### config.mk
export PLATFORM = sky130hd
export DESIGN_NAME = eth_rx_fcs_check
export DESIGN_NICKNAME = d
export VERILOG_FILES = /design/src/rtl/eth_rx_fcs_check.sv
export SDC_FILE = /design/constraint.sdc
export NUM_CORES = 1
export LEC_CHECK = 0
export ABC_CLOCK_PERIOD_IN_PS = 3400
export CAP_MARGIN = 40
export CORE_MARGIN = 2
export CORE_UTILIZATION = 25
export CTS_BUF_LIST = sky130_fd_sc_hd__clkbuf_8
export CTS_CLUSTER_SIZE = 12
export DETAILED_ROUTE_END_ITERATION = 10
export GPL_TIMING_DRIVEN = 0
export PLACE_DENSITY = 0.53
export SLEW_MARGIN = 20
export SYNTH_ARGS = -nofsm -noshare
export SYNTH_HDL_FRONTEND = slang
export SYNTH_SLANG_ARGS = --single-unit
### constraint.sdc
create_clock -name clk -period 3.4 [get_ports clk]
set_input_delay 0.68 -clock clk [delete_from_list [all_inputs] [get_ports clk]]
set_output_delay 0.68 -clock clk [all_outputs]
set_load 0.01 [all_outputs]
### src/rtl/eth_rx_fcs_check.sv
`default_nettype none
// ============================================================================
// Module   : eth_rx_fcs_check
// Purpose  : Receive-side Ethernet FCS checker. Runs the reflected CRC-32
//            (poly 0xEDB88320, byte-wide unrolled) over DA..FCS, strips the
//            trailing 4 FCS bytes with a 4-byte delay line and reports
//            CRC / length / PHY-error status at end of frame.
// Ports    : clk, rst           - clock, synchronous active-high reset
//            in_valid/in_data/in_last/in_err - byte stream from deserializer
//            out_valid/out_data/out_last     - payload stream, FCS removed
//            frame_done         - one-cycle end-of-frame strobe
//            frame_ok/crc_err/len_err/phy_err - status, held until next done
//            stat_good/stat_crc_err - frame counters
// Options  : RX_FCS_STATS_EN - when defined, builds the saturating frame
//            counters; otherwise both counter outputs are tied to zero.
// Revision : 1.0 - initial release
// ============================================================================
module eth_rx_fcs_check #(
   parameter int MIN_FRAME = 64,
   parameter int MAX_FRAME = 1518,
   parameter int CNT_W     = 16
) (
   input  logic             clk,
   input  logic             rst,
   input  logic             in_valid,
   input  logic [7:0]       in_data,
   input  logic             in_last,
   input  logic             in_err,
   output logic             out_valid,
   output logic [7:0]       out_data,
   output logic             out_last,
   output logic             frame_done,
   output logic             frame_ok,
   output logic             crc_err,
   output logic             len_err,
   output logic             phy_err,
   output logic [CNT_W-1:0] stat_good,
   output logic [CNT_W-1:0] stat_crc_err
);

   localparam logic [31:0]      c_poly    = 32'hEDB88320;
   localparam logic [31:0]      c_residue = 32'hDEBB20E3;
   localparam logic [31:0]      c_min_len = 32'(MIN_FRAME);
   localparam logic [31:0]      c_max_len = 32'(MAX_FRAME);
   localparam logic [CNT_W-1:0] c_cnt_max = '1;

   logic [31:0]       crc_q, crc_d;
   logic [3:0][7:0]   dly_q, dly_d;      // [0] newest, [3] oldest
   logic [2:0]        fill_q, fill_d;
   logic [CNT_W-1:0]  cnt_q, cnt_d;
   logic              phy_q, phy_d;

   logic              out_valid_q, out_valid_d;
   logic [7:0]        out_data_q, out_data_d;
   logic              out_last_q, out_last_d;
   logic              done_q, done_d;
   logic              ok_q, ok_d;
   logic              crc_err_q, crc_err_d;
   logic              len_err_q, len_err_d;
   logic              phy_err_q, phy_err_d;

   logic [31:0]       w_crc_upd;
   logic [CNT_W-1:0]  w_len;
   logic [31:0]       w_len32;
   logic              w_eof;
   logic              w_emit;

   always_comb begin
      // Byte-wide CRC step: XOR the byte in, then 8 unrolled LSB-first shifts.
      w_crc_upd = crc_q ^ {24'h0, in_data};
      for (int b = 0; b < 8; b++) begin
         w_crc_upd = w_crc_upd[0] ? ((w_crc_upd >> 1) ^ c_poly) : (w_crc_upd >> 1);
      end

      // Length including the current byte, saturating.
      w_len   = (cnt_q == c_cnt_max) ? cnt_q : cnt_q + CNT_W'(1);
      w_len32 = 32'(w_len);
      w_eof   = in_valid & in_last;
      w_emit  = in_valid & (fill_q == 3'd4);

      crc_d       = crc_q;
      dly_d       = dly_q;
      fill_d      = fill_q;
      cnt_d       = cnt_q;
      phy_d       = phy_q;
      out_valid_d = 1'b0;
      out_data_d  = out_data_q;
      out_last_d  = 1'b0;
      done_d      = 1'b0;
      ok_d        = ok_q;
      crc_err_d   = crc_err_q;
      len_err_d   = len_err_q;
      phy_err_d   = phy_err_q;

      if (in_valid) begin
         dly_d = {dly_q[2:0], in_data};
         if (w_emit) begin
            out_valid_d = 1'b1;
            out_data_d  = dly_q[3];
            out_last_d  = w_eof;
         end
         if (w_eof) begin
            // Re-arm in the same cycle so the next frame may follow directly.
            crc_d     = 32'hFFFF_FFFF;
            fill_d    = 3'd0;
            cnt_d     = '0;
            phy_d     = 1'b0;
            done_d    = 1'b1;
            crc_err_d = (w_crc_upd != c_residue);
            len_err_d = (w_len32 < c_min_len) || (w_len32 > c_max_len);
            phy_err_d = phy_q | in_err;
            ok_d      = ~crc_err_d & ~len_err_d & ~phy_err_d;
         end else begin
            crc_d  = w_crc_upd;
            fill_d = (fill_q == 3'd4) ? 3'd4 : fill_q + 3'd1;
            cnt_d  = w_len;
            phy_d  = phy_q | in_err;
         end
      end
   end

   always_ff @(posedge clk) begin
      if (rst) begin
         crc_q       <= 32'hFFFF_FFFF;
         dly_q       <= '0;
         fill_q      <= 3'd0;
         cnt_q       <= '0;
         phy_q       <= 1'b0;
         out_valid_q <= 1'b0;
         out_data_q  <= 8'h00;
         out_last_q  <= 1'b0;
         done_q      <= 1'b0;
         ok_q        <= 1'b0;
         crc_err_q   <= 1'b0;
         len_err_q   <= 1'b0;
         phy_err_q   <= 1'b0;
      end else begin
         crc_q       <= crc_d;
         dly_q       <= dly_d;
         fill_q      <= fill_d;
         cnt_q       <= cnt_d;
         phy_q       <= phy_d;
         out_valid_q <= out_valid_d;
         out_data_q  <= out_data_d;
         out_last_q  <= out_last_d;
         done_q      <= done_d;
         ok_q        <= ok_d;
         crc_err_q   <= crc_err_d;
         len_err_q   <= len_err_d;
         phy_err_q   <= phy_err_d;
      end
   end

   assign out_valid  = out_valid_q;
   assign out_data   = out_data_q;
   assign out_last   = out_last_q;
   assign frame_done = done_q;
   assign frame_ok   = ok_q;
   assign crc_err    = crc_err_q;
   assign len_err    = len_err_q;
   assign phy_err    = phy_err_q;

`ifdef RX_FCS_STATS_EN
   logic [CNT_W-1:0] stat_good_q;
   logic [CNT_W-1:0] stat_crc_q;

   // Counted on the same edge that registers frame_done, so the counters
   // already include the frame while its strobe is visible.
   always_ff @(posedge clk) begin
      if (rst) begin
         stat_good_q <= '0;
         stat_crc_q  <= '0;
      end else if (done_d) begin
         if (ok_d && (stat_good_q != c_cnt_max)) begin
            stat_good_q <= stat_good_q + CNT_W'(1);
         end
         if (crc_err_d && (stat_crc_q != c_cnt_max)) begin
            stat_crc_q <= stat_crc_q + CNT_W'(1);
         end
      end
   end

   assign stat_good    = stat_good_q;
   assign stat_crc_err = stat_crc_q;
`else
   assign stat_good    = '0;
   assign stat_crc_err = '0;
`endif

endmodule
`default_nettype wire

# After elaboration in Yosys (flattened, before gate mapping)
# Index checks and enable logic that the tools add are counted.
[op_classes] reduce_logical=5 eq_ne=3 add_sub_neg=2 n_mux=16 bitwise=19 n_lt_le_gt_ge=2
[ops] operator="32-bit 2-to-1 mux" n=9
[ops] operator="13-bit NOT with 14-bit output" n=8
[ops] operator="16-bit 2-to-1 mux" n=2
[ops] operator="32-bit inequality test (second input constant)" n=1
[ops] operator="32-bit by 8-bit bitwise XOR with 32-bit output" n=1
[ops] operator="16-bit by 1-bit adder with 16-bit output (second input constant)" n=1
[ops] operator="16-bit equality test (second input constant)" n=1
[ops] operator="16-bit by 11-bit > comparator with 1-bit output (second input constant)" n=1
[ops] operator="16-bit by 7-bit < comparator with 1-bit output (second input constant)" n=1
[ops] operator="3-bit 2-to-1 mux" n=2
[ops] operator="1-bit NOT" n=5
[ops] operator="1-bit bitwise AND" n=4
[ops] operator="2-bit AND reduction" n=2
[ops] operator="3-bit by 1-bit adder with 3-bit output (second input constant)" n=1
[ops] operator="3-bit equality test (second input constant)" n=1
[ops] operator="1-bit 2-to-1 mux" n=3
[ops] operator="3-bit OR reduction" n=1
[ops] operator="2-bit OR reduction" n=1
[ops] operator="1-bit logical OR" n=1
[ops] operator="1-bit bitwise OR" n=1
[word_totals] in_bits=13 ff_bits=99 word_cells=63

# Depth between registers and ports, before layout
[logic_depth] ltp_word=21 mapped_depth=10 mapped_depth_nobuf=9

# Least setup slack after synthesis
# OpenSTA, ideal clock, no wires.
[synth_path] path_type="input to register" from="in in_data[5]" to="reg ok_q (netlist: frame_ok)" setup_ns=0.069 path_slack_ns=0.551 stages=8 arrival_time_ns=2.780 t_required_ns=3.331 path_cell_list="xnor2_4 > xnor2_1 > xor2_1 > mux2_2 > nor3_1 > o2111ai_1 > or4_1 > o21ai_1"
[synth_between] elab_chain_len=15
[synth_lines] element="start, declared" line="26" text="input logic [7:0] in_data,"
[synth_lines] element="32-bit by 8-bit bitwise XOR with 32-bit output *" line="70" text="w_crc_upd = crc_q ^ {24'h0, in_data};"
[synth_lines] element="32-bit 2-to-1 mux * (6 in series)" line="72" text="w_crc_upd = w_crc_upd[0] ? ((w_crc_upd >> 1) ^ c_poly) : (w_crc_upd >> 1);"
[synth_lines] element="13-bit NOT with 14-bit output (no source line)"
[synth_lines] element="32-bit 2-to-1 mux *" line="72"
[synth_lines] element="13-bit NOT with 14-bit output (no source line)"
[synth_lines] element="32-bit 2-to-1 mux *" line="72"
[synth_lines] element="32-bit inequality test *" line="109" text="crc_err_d = (w_crc_upd != c_residue);"
[synth_lines] element="1-bit NOT *" line="112" text="ok_d = ~crc_err_d & ~len_err_d & ~phy_err_d;"
[synth_lines] element="1-bit bitwise AND * (2 in series)" line="112"
[synth_lines] element="end signal, assigned" line="147" text="ok_q <= ok_d;"
[synth_lines] element="end, declared" line="57" text="logic ok_q, ok_d;"
# Every way passes the cells marked *; elsewhere a longest branch is shown, timed or not.
# A chain may end at the register's enable or synchronous reset.

# Worst setup path after layout
# Ends and elaborated chain as after synthesis.

==> flow_metrics.env <==
export IMPL_ys_types=53
export IMPL_min_period_over_period=0.9657
export IMPL_drtIter0Drc=242
export IMPL_worstPathRequired_ps=3720
export IMPL_post_place_ws_ps=-526.0
export IMPL_overflow=0
export IMPL_cts_made_buffers=9
export IMPL_die_h_um=150.8
export IMPL_leakage_nw=2.537
export IMPL_hold_buffers=0
export IMPL_grt_pass1_wl_mm=21.67
export IMPL_die_area_um2=22750
export IMPL_gr_usage_met3=0.02590
export IMPL_ff2ff_path_depth=8
export IMPL_worst_slew_pin_slew_ps=786.7
export IMPL_period_needed_ps=3283
export IMPL_routedWlPerCell_um=13.23
export IMPL_clock_skew_ps=11.67
export IMPL_crit_cells=9
export IMPL_critPathKind="in2reg"
export IMPL_synth_seq_cells=99
export IMPL_fin_hold_ws_ps=460.9
export IMPL_min_path_cells=2
export IMPL_crit_arrival_ps=3600
export IMPL_maxCapViolCount=0
export IMPL_worstSkewPairLatency_ps=390
export IMPL_finalSetupViolCount=0
export IMPL_cp_cell_sequence="clkdlybuf4s50_1, xnor2_4, xnor2_1, xor2_2, mux2_2, nor3_1, o2111ai_1, or4_1, o21ai_1"
export IMPL_cts_sinks=99
export IMPL_peakVddDrop_mv=0.1869
export IMPL_finalHoldViolCount=0
export IMPL_dp_hpwl_mm=9.661
export IMPL_rrSetupSlack_ps=460
export IMPL_cts_tree="built"
export IMPL_synth_top_area_cell="dfxtp_1"
export IMPL_track_usage=0.1218
export IMPL_grt_pass1_vias=4063
export IMPL_antenna_found_initial=0
export IMPL_vias_per_cell=4.419
export IMPL_cpLargestDelayFamily="XOR/XNOR gates"
export IMPL_avgSynthCellArea_um2=8.396
export IMPL_cp_max_fo=9
export IMPL_p_per_area_nw_per_um2=583.7
export IMPL_start_util=0.2556
export IMPL_wirelength_mm=13.30
export IMPL_antenna_left=0
export IMPL_coreArea_um2=21090
export IMPL_postPlaceCellArea_um2=6121
export IMPL_hp_class="reg2reg"
export IMPL_slowest_delay_ps=540
export IMPL_startpoint_type="primary input"
export IMPL_seq_area_frac_synth=0.3677
export IMPL_cts_max_path_buffers=2
export IMPL_crit_slowest_cell="clkdlybuf4s50_1"
export IMPL_design_area_um2=6504
export IMPL_syn_to_final_growth_pct=20.66
export IMPL_synth_warnings=0
export IMPL_grt_max_degree=19
export IMPL_use_met1=0.1731
export IMPL_relSlewSlack=0.4756
export IMPL_netlist_instances=642
export IMPL_path_buf_inv=1
export IMPL_n_antenna_cell=0
export IMPL_rows=53
export IMPL_drt_pass1_iter_count=4
export IMPL_crit_path_end_kind="register"
export IMPL_drc=0
export IMPL_synthFlopType="dfxtp_1"
export IMPL_use_met2=0.1850
export IMPL_outcome="finished clean"
export IMPL_async_reset_ff_frac=0
export IMPL_ioPinCount=60
export IMPL_synthTopCellsByArea="dfxtp_1 37%, mux2i_1 7.4%, xnor2_1 7.3%"
export IMPL_tns_ps=0
export IMPL_nets=742
export IMPL_clockRootBuffer="clkbuf_8"
export IMPL_fin_ws_ps=116.7
export IMPL_synth_cell_area_um2=5390
export IMPL_timing_fmax_ghz=0.3046
export IMPL_slew_viol_final=0
export IMPL_gp_congestion=0.8512
export IMPL_synth_top_area_share=0.3677
export IMPL_vias=4441
export IMPL_grt_busiest_layer="met2"
export IMPL_layout_drive_gt1_share=0.1233
export IMPL_cts_htree_levels=3
export IMPL_synth_edf_count=0
export IMPL_clk_pin_slew_ps=110
export IMPL_die_width_um=150.8
export IMPL_port_buffers=27
==> cell usage after synthesis, drive strengths merged, types with 2 or more instances <==
library cell / count
dfxtp: 99
nand2: 90
nor2: 64
xnor2: 52
o21ai: 41
mux2i: 40
buf: 35
clkbuf: 32
a21oi: 29
xor2: 19
nand3: 16
nor3: 15
a211oi: 10
inv: 10
nand2b: 8
nand4: 8
a31o: 7
a31oi: 5
and2: 5
and3: 5
and4: 4
ha: 4
nor4: 4
o2111ai: 4
mux2: 3
nor2b: 3
o22ai: 3
or2: 3
or3: 3
a21o: 2
a41oi: 2
and4b: 2
o311ai: 2
or4: 2
==> placed cells by master (no fill, tap or decap), types with 3 or more instances in the layout <==
master / instances
dfxtp_1: 99
nand2_1: 90
nor2_1: 64
buf_4: 46
xnor2_1: 43
o21ai_0: 40
mux2i_1: 40
clkbuf_1: 32
conb_1: 32
a21oi_1: 29
clkdlybuf4s50_1: 27
nand3_1: 16
nor3_1: 15
xor2_1: 13
clkbuf_8: 11
a211oi_1: 10
inv_1: 9
nand2b_1: 8
nand4_1: 8
xnor2_4: 7
a31o_2: 7
a31oi_1: 5
and2_1: 5
and3_1: 5
xor2_2: 4
and4_1: 4
nor4_1: 4
o2111ai_1: 4
ha_1: 4
nor2b_1: 3
buf_1: 3
or3_1: 3
o22ai_1: 3
mux2_2: 3
inv_8: 3
==> area by class of cell <==
| class | count | area [µm²] |
|---|---|---|
| buffer | 67 | 371.6 |
| sequential | 99 | 1982 |
| inverter | 10 | 37.54 |
| multi-input combinational | 497 | 3191 |
| clock inverter | 5 | 51.30 |
| tap | 275 | 344.1 |
| clock buffer | 11 | 151.4 |
| fill | 2290 | 14580 |
| timing repair buffer | 41 | 375.4 |
==> power by group <==
part | internal (mW) | switching [mW] | total (mW) | leakage (nW)
Combinational | 0.756 | 0.867 | 1.62 | 1.62
Clock | 0.326 | 0.469 | 0.795 | 0.106
Sequential | 1.27 | 0.109 | 1.38 | 0.807
==> state kept, by name, indices dropped and copies added (netlist names) <==
signal,cells
cnt_q,16
crc_err,1
crc_q,32
dly_q,32
fill_q,3
frame_done,1
frame_ok,1
len_err,1
out_data,8
out_last,1
out_valid,1
phy_err,1
phy_q,1
==> metrics by stage <==
stage,cells,power (mW),util
after floorplan,673,2.600,-
after CTS,991,3.723,0.3011
after global routing,1005,4.080,0.3084
after global placement,975,2.897,0.2903
after detailed placement,975,2.899,0.2903
final,1005,3.796,0.3084
==> worst paths after layout <==
path / endpoint / start
worst min-delay path: out_data[7] / dly_q[31]
worst max register to register: len_err / cnt_q[0]
worst max-delay path: frame_ok / in_data[5]
worst min register to register: out_data[7] / dly_q[31]
==> repair_timing <==
action,in CTS,in global routing
pin swaps,0,5
gates resized for setup,3,5
setup buffers,0,14
setup endpoints to repair,2,2
==> worst reg2reg max path, delay by kind of cell (launching register included) <==
kind                       cells  cell delay (ps)
AOI/OAI and AO/OA              2              630
adders and majority gates      1              350
and+or+nand+nor                5             1420
DFF                            1              450
==> cells by family (layout without fill, tap and decap cells) <==
family / count (synthesis) / count (layout) / synth area share
simple gates: 234 / 234 / 0.1973
compound gates: 113 / 113 / 0.1274
flops: 99 / 99 / 0.3677
buf+inv: 77 / 134 / 0.07590
xor+xnor: 71 / 71 / 0.1411
mux: 43 / 43 / 0.08055
fa+ha+maj: 4 / 4 / 0.009285
other cells: 1 / 32 / 0.0006957
==> metal layers <==
metal,share of wire,vias up
li1,-,2302
met1,0.51,2035
met2,0.44,89
met3,0.043,15
met4,0.012,0
met5,0,-
Note: power is estimated with default switching activity, not from simulation.
